### src/rtl/prime_check_seq.sv
// prime_check_seq: sequential primality checker for N-bit unsigned operands.
// Trial-divides by 2, then by odd divisors 3, 5, 7, ... while d*d <= n, and
// reports the prime flag plus the smallest nontrivial factor. One operand is
// in flight at a time; valid/ready handshake on both sides.
//
// Ports:
//   clk         clock, all logic on posedge
//   rst         synchronous active-high reset
//   in_valid    source presents in_data
//   in_ready    operand accepted this cycle if in_valid (high only in IDLE)
//   in_data     operand n
//   out_valid   result valid, held until out_ready
//   out_ready   sink consumes the result
//   out_data    echo of the accepted operand
//   out_prime   1 = operand is prime
//   out_factor  smallest factor >= 2 if composite, else 0
//
// DW must be wide enough that d never wraps while d*d <= 2^N-1; the default
// N+1 leaves ample headroom since d stays below 2^(N/2+1).
module prime_check_seq #(
    parameter int unsigned N  = 8,
    parameter int unsigned DW = N + 1
) (
    input  logic         clk,
    input  logic         rst,
    input  logic         in_valid,
    output logic         in_ready,
    input  logic [N-1:0] in_data,
    output logic         out_valid,
    input  logic         out_ready,
    output logic [N-1:0] out_data,
    output logic         out_prime,
    output logic [N-1:0] out_factor
);

    localparam int unsigned SQW = 2 * DW;

    typedef enum logic [1:0] {
        S_IDLE  = 2'd0,
        S_CHECK = 2'd1,
        S_DONE  = 2'd2
    } state_t;

    state_t          state_q, state_d;
    logic [N-1:0]    n_q, n_d;
    logic [DW-1:0]   d_q, d_d;
    logic            valid_q, valid_d;
    logic            prime_q, prime_d;
    logic [N-1:0]    factor_q, factor_d;
    logic [N-1:0]    data_q, data_d;

    logic [SQW-1:0]  d_sq;
    logic [DW-1:0]   divisor;
    logic [DW-1:0]   rem;

    // Square at double width so the termination compare never truncates.
    assign d_sq    = SQW'(d_q) * SQW'(d_q);
    // d is only zero outside CHECK; avoid a divide-by-zero there.
    assign divisor = (d_q == DW'(0)) ? DW'(1) : d_q;
    assign rem     = DW'(n_q) % divisor;

    assign in_ready   = (state_q == S_IDLE);
    assign out_valid  = valid_q;
    assign out_data   = data_q;
    assign out_prime  = prime_q;
    assign out_factor = factor_q;

    // State and result registers.
    always_ff @(posedge clk) begin
        if (rst) begin
            state_q  <= S_IDLE;
            n_q      <= '0;
            d_q      <= '0;
            valid_q  <= 1'b0;
            prime_q  <= 1'b0;
            factor_q <= '0;
            data_q   <= '0;
        end else begin
            state_q  <= state_d;
            n_q      <= n_d;
            d_q      <= d_d;
            valid_q  <= valid_d;
            prime_q  <= prime_d;
            factor_q <= factor_d;
            data_q   <= data_d;
        end
    end

    // Next-state and result logic.
    always_comb begin
        state_d  = state_q;
        n_d      = n_q;
        d_d      = d_q;
        valid_d  = valid_q;
        prime_d  = prime_q;
        factor_d = factor_q;
        data_d   = data_q;

        case (state_q)
            S_IDLE: begin
                if (in_valid) begin
                    n_d    = in_data;
                    data_d = in_data;
                    if (in_data < N'(2)) begin
                        prime_d  = 1'b0;
                        factor_d = '0;
                        valid_d  = 1'b1;
                        state_d  = S_DONE;
                    end else if ((in_data == N'(2)) || (in_data == N'(3))) begin
                        prime_d  = 1'b1;
                        factor_d = '0;
                        valid_d  = 1'b1;
                        state_d  = S_DONE;
                    end else if (!in_data[0]) begin
                        prime_d  = 1'b0;
                        factor_d = N'(2);
                        valid_d  = 1'b1;
                        state_d  = S_DONE;
                    end else begin
                        d_d     = DW'(3);
                        state_d = S_CHECK;
                    end
                end
            end

            S_CHECK: begin
                if (d_sq > SQW'(n_q)) begin
                    prime_d  = 1'b1;
                    factor_d = '0;
                    valid_d  = 1'b1;
                    state_d  = S_DONE;
                end else if (rem == DW'(0)) begin
                    prime_d  = 1'b0;
                    factor_d = N'(d_q);
                    valid_d  = 1'b1;
                    state_d  = S_DONE;
                end else begin
                    d_d = d_q + DW'(2);
                end
            end

            S_DONE: begin
                // Consume returns to IDLE; accept waits for the next cycle.
                if (out_ready) begin
                    valid_d = 1'b0;
                    state_d = S_IDLE;
                end
            end

            default: begin
                state_d = S_IDLE;
                valid_d = 1'b0;
            end
        endcase
    end

endmodule

### config.mk
export PLATFORM = sky130hd
export DESIGN_NAME = prime_check_seq
export DESIGN_NICKNAME = d
export VERILOG_FILES = /design/src/rtl/prime_check_seq.sv
export SDC_FILE = /design/constraint.sdc
export NUM_CORES = 1
export LEC_CHECK = 0
export ABC_CLOCK_PERIOD_IN_PS = 17200
export CAP_MARGIN = 20
export CORE_ASPECT_RATIO = 1.4
export CORE_MARGIN = 5
export CORE_UTILIZATION = 40
export DETAILED_ROUTE_END_ITERATION = 12
export DONT_BUFFER_PORTS = 1
export GPL_ROUTABILITY_DRIVEN = 0
export GPL_TIMING_DRIVEN = 0
export PLACE_DENSITY = 0.65
export SETUP_SLACK_MARGIN = 0.4
export SLEW_MARGIN = 25
export SYNTH_ARGS = -nofsm -noshare
export SYNTH_HDL_FRONTEND = slang
export SYNTH_SLANG_ARGS = --single-unit
### constraint.sdc
create_clock -name clk -period 17.2 [get_ports clk]
set_input_delay 3.44 -clock clk [delete_from_list [all_inputs] [get_ports clk]]
set_output_delay 3.44 -clock clk [all_outputs]
set_load 0.1 [all_outputs]
==> summary.md <==
| Metric | Value |
|---|---|
| Status | finished, final reports clean |
| Wire length on met2 | 8.68 mm |
| Total wire length | 16.4 mm |
| Worst Hold Class | flip-flop to flip-flop |
| CTS tree | built |
| DR vias | 5812 |
| Critical-path cell with the highest stage delay | o21ai_1 |
| DPL Wire Length | 13.5 mm |
| Met3 Wirelength | 509 um |
| Detailed-router iteration count before antenna repair | 4 |
| Setup tns final | 0 ps |
| Worst Skew | 5.36 ps |
| Total of max-cap violations | 0 |
| # DRC | 0 |
| Tcrit/Tclk final | 0.900 |
| DR top layer | met5 |
| # IOs | 31 |
| Die Y | 156 um |
| Slew @ Worst Pin | 1100 ps |
| Area delta synth->final | 7.34% |
| Vias in the first global route | 5642 |
| Clock root cell | clkbuf_16 |
| Starting Density | 0.406 |
| H-tree Lvls | 2 |
| Internal reg-to-reg setup slack | 1720 ps |
| Postcts setup bufs | 0 |
| Hold buffers post-CTS | 0 |
| Full die area | 17900 um^2 |
| Top cells by area in the synthesized netlist | ha_1 (18%), fa_1 (12%), dfxtp_1 (9.5%) |
| TritonCTS buffer count | 5 |
| ANT nets after route | 0 |
| Die X-Extent | 115 um |
| EDFF count, synth | 0 |
| Crit path max fanout | 10 |
| Reg2reg path depth | 59 |
| Largest net degree at the start of global routing | 17 |
| CP Launch Point | d_q[5]$_SDFFE_PP0P_ |
| Row cnt | 53 |
| Worst-skew pair later-pin latency | 280 ps |
| RR Endpoint | out_factor[1]$_SDFFE_PP0P_ |
| Critical path endpoint category | flip-flop |
| Largest area contributor in the netlist | ha_1 |
| Worst-path clk slew | 60 ps |
| Met1 WL | 6.77 mm |
| Top-area cell type share of the netlist area | 0.176 |
| Core Box Area | 15100 um^2 |
| Worst hold-check slack | 618 ps |
| Final setup viols | 0 |
| Congestion Overflow GR | 0 |
| Slew HR | 0.267 |
| Ys flop type | dfxtp_1 |
| Slew Viols, Final | 0 |
| Global-route wire length before repair | 27.1 mm |
| Crit-path max cell delay | 610 ps |
| Routed len/inst | 16.7 um |
| Syn nets | 918 |
| Final net count | 926 |
| Netlist cell types | 89 |
| Ys Warns | 0 |
| Mapped Area | 6120 um^2 |
| Vias per cell | 5.90 |
| CTS max path bufs | 2 |
| Iter 0 DRT Violations | 316 |
| GRT Util Overall | 0.185 |
| Post-CTS Resized | 0 |
| N_diodes | 0 |
| Initial antenna violation count | 1 |
| Layout cells sized above 1 | 0.0757 |
| Worst r2r src | d_q[5]$_SDFFE_PP0P_ |
| Worst setup path end | out_factor[1]$_SDFFE_PP0P_ |
| Mean Syn Cell Area | 7.80 um^2 |
| Number of I/O port buffers | 0 |
| Min Tclk post-route | 15480 ps |
| Achievable Freq | 0.0646 GHz |
| Setup CP Type | flip-flop to flip-flop |
| Worst Path Required | 17390 ps |
| Clk sinks | 29 |
| CP startpoint kind | flip-flop |
| Critical Path AT | 15670 ps |
| Post-synthesis sequential area ratio | 0.0949 |
| RSZ-0062 raised after global routing | no |
| Most frequent CP cell | ha_1 |
| Flops & latches, synth | 29 |
| Final hold vios | 0 |
| Post-synth ARST share | 0 |
| Cell count after synthesis | 784 |
-- placed cells by master (no fill, tap or decap), types with 8 or more instances in the layout --
cell type and n:
and2_1 8, ha_1 86, nand4_1 10, nand2_1 63
a21o_1 13, nand2b_1 10, nor2_1 74, o211ai_1 10
o21ai_0 34, or3_1 13, o21a_1 18, nor3_1 22
mux2i_1 11, nand3_1 27, clkbuf_1 17, dfxtp_1 23
fa_1 36, a21oi_1 42, xnor2_1 14, inv_1 82
-- how the worst min path moves through the flow --
stage                             start                    endpoint  slack (ps)  cells after the start
global placement    d_q[5]$_SDFFE_PP0P_  out_factor[5]$_SDFFE_PP0P_         620                      3
detailed placement  d_q[5]$_SDFFE_PP0P_  out_factor[5]$_SDFFE_PP0P_         620                      3
floorplan           d_q[0]$_SDFFE_PP0P_  out_factor[0]$_SDFFE_PP0P_         480                      2
CTS                 d_q[5]$_SDFFE_PP0P_  out_factor[5]$_SDFFE_PP0P_         620                      3
finish              d_q[5]$_SDFFE_PP0P_  out_factor[5]$_SDFFE_PP0P_         620                      3
global route        d_q[0]$_SDFFE_PP0P_  out_factor[0]$_SDFFE_PP0P_         660                      2
-- critical path: cells and delay by family, from the launching register on --
family	cells	cell delay, ps
compound gates	26	7300
fa+ha+maj	8	2600
buf+inv	6	970
flops	1	300
mux	1	240
simple gates	18	3940
-- routing by layer --
layer / vias to the layer above / track usage
met5: - / 0
met4: 2 / 0.0634
met3: 34 / 0.0232
met2: 101 / 0.348
met1: 2805 / 0.210
li1: 2870 / -
-- sequential cells by signal (all words and copies together), names as in the netlist --
signal / count
d_q: 9
out_data: 8
out_factor: 8
state_q: 2
out_prime: 1
out_valid: 1
-- area by class of cell --
type	count	area, um^2
plain buffers	24	123
clock buffers	6	139
clock inverters	2	37.5
fillers	1518	8490
inverters	87	327
multi-input cells	644	5100
flip-flops and latches	29	588
well taps	192	240
repair buffers	1	11.3
-- cells in the mapped netlist, drive strengths merged (5+ instances only) --
cell type / n
ha: 86
inv: 84
nor2: 76
nand2: 65
a21oi: 43
o21ai: 37
fa: 36
dfxtp: 29
nand3: 28
nor3: 24
o21a: 18
clkbuf: 17
xnor2: 14
a21o: 13
or3: 13
mux2i: 12
nand4: 11
o211ai: 11
nand2b: 10
and2: 9
a211oi: 8
nor4: 8
a31oi: 7
buf: 7
mux2: 7
a2111oi: 6
o2111ai: 6
or2: 6
xor2: 6
a2111o: 5
o211a: 5
o21bai: 5
o22ai: 5
or4: 5
-- cells by family after synthesis --
kind of cell             share of synthesized area
flip-flops                                  0.0949
AND/OR/NAND/NOR                              0.230
AO/OA/AOI/OAI                                0.245
buffers and inverters                       0.0734
multiplexers                                0.0338
XOR/XNOR                                    0.0286
other                                     0.000613
adder cells (fa/ha/maj)                      0.294
-- metrics by stage --
step	setup WS [ps]	instances	cell area, um^2	utilization
after floorplan	4280	784	6120	-
after global placement	1290	976	6360	0.422
after detailed placement	1720	976	6380	0.424
after CTS	1680	984	6550	0.435
after global routing	539	985	6570	0.436
final	1720	985	6570	0.436
Power is left out: the tool's default activity adds up to more than one toggle a clock period on the data nets, which glitch-free logic cannot reach.
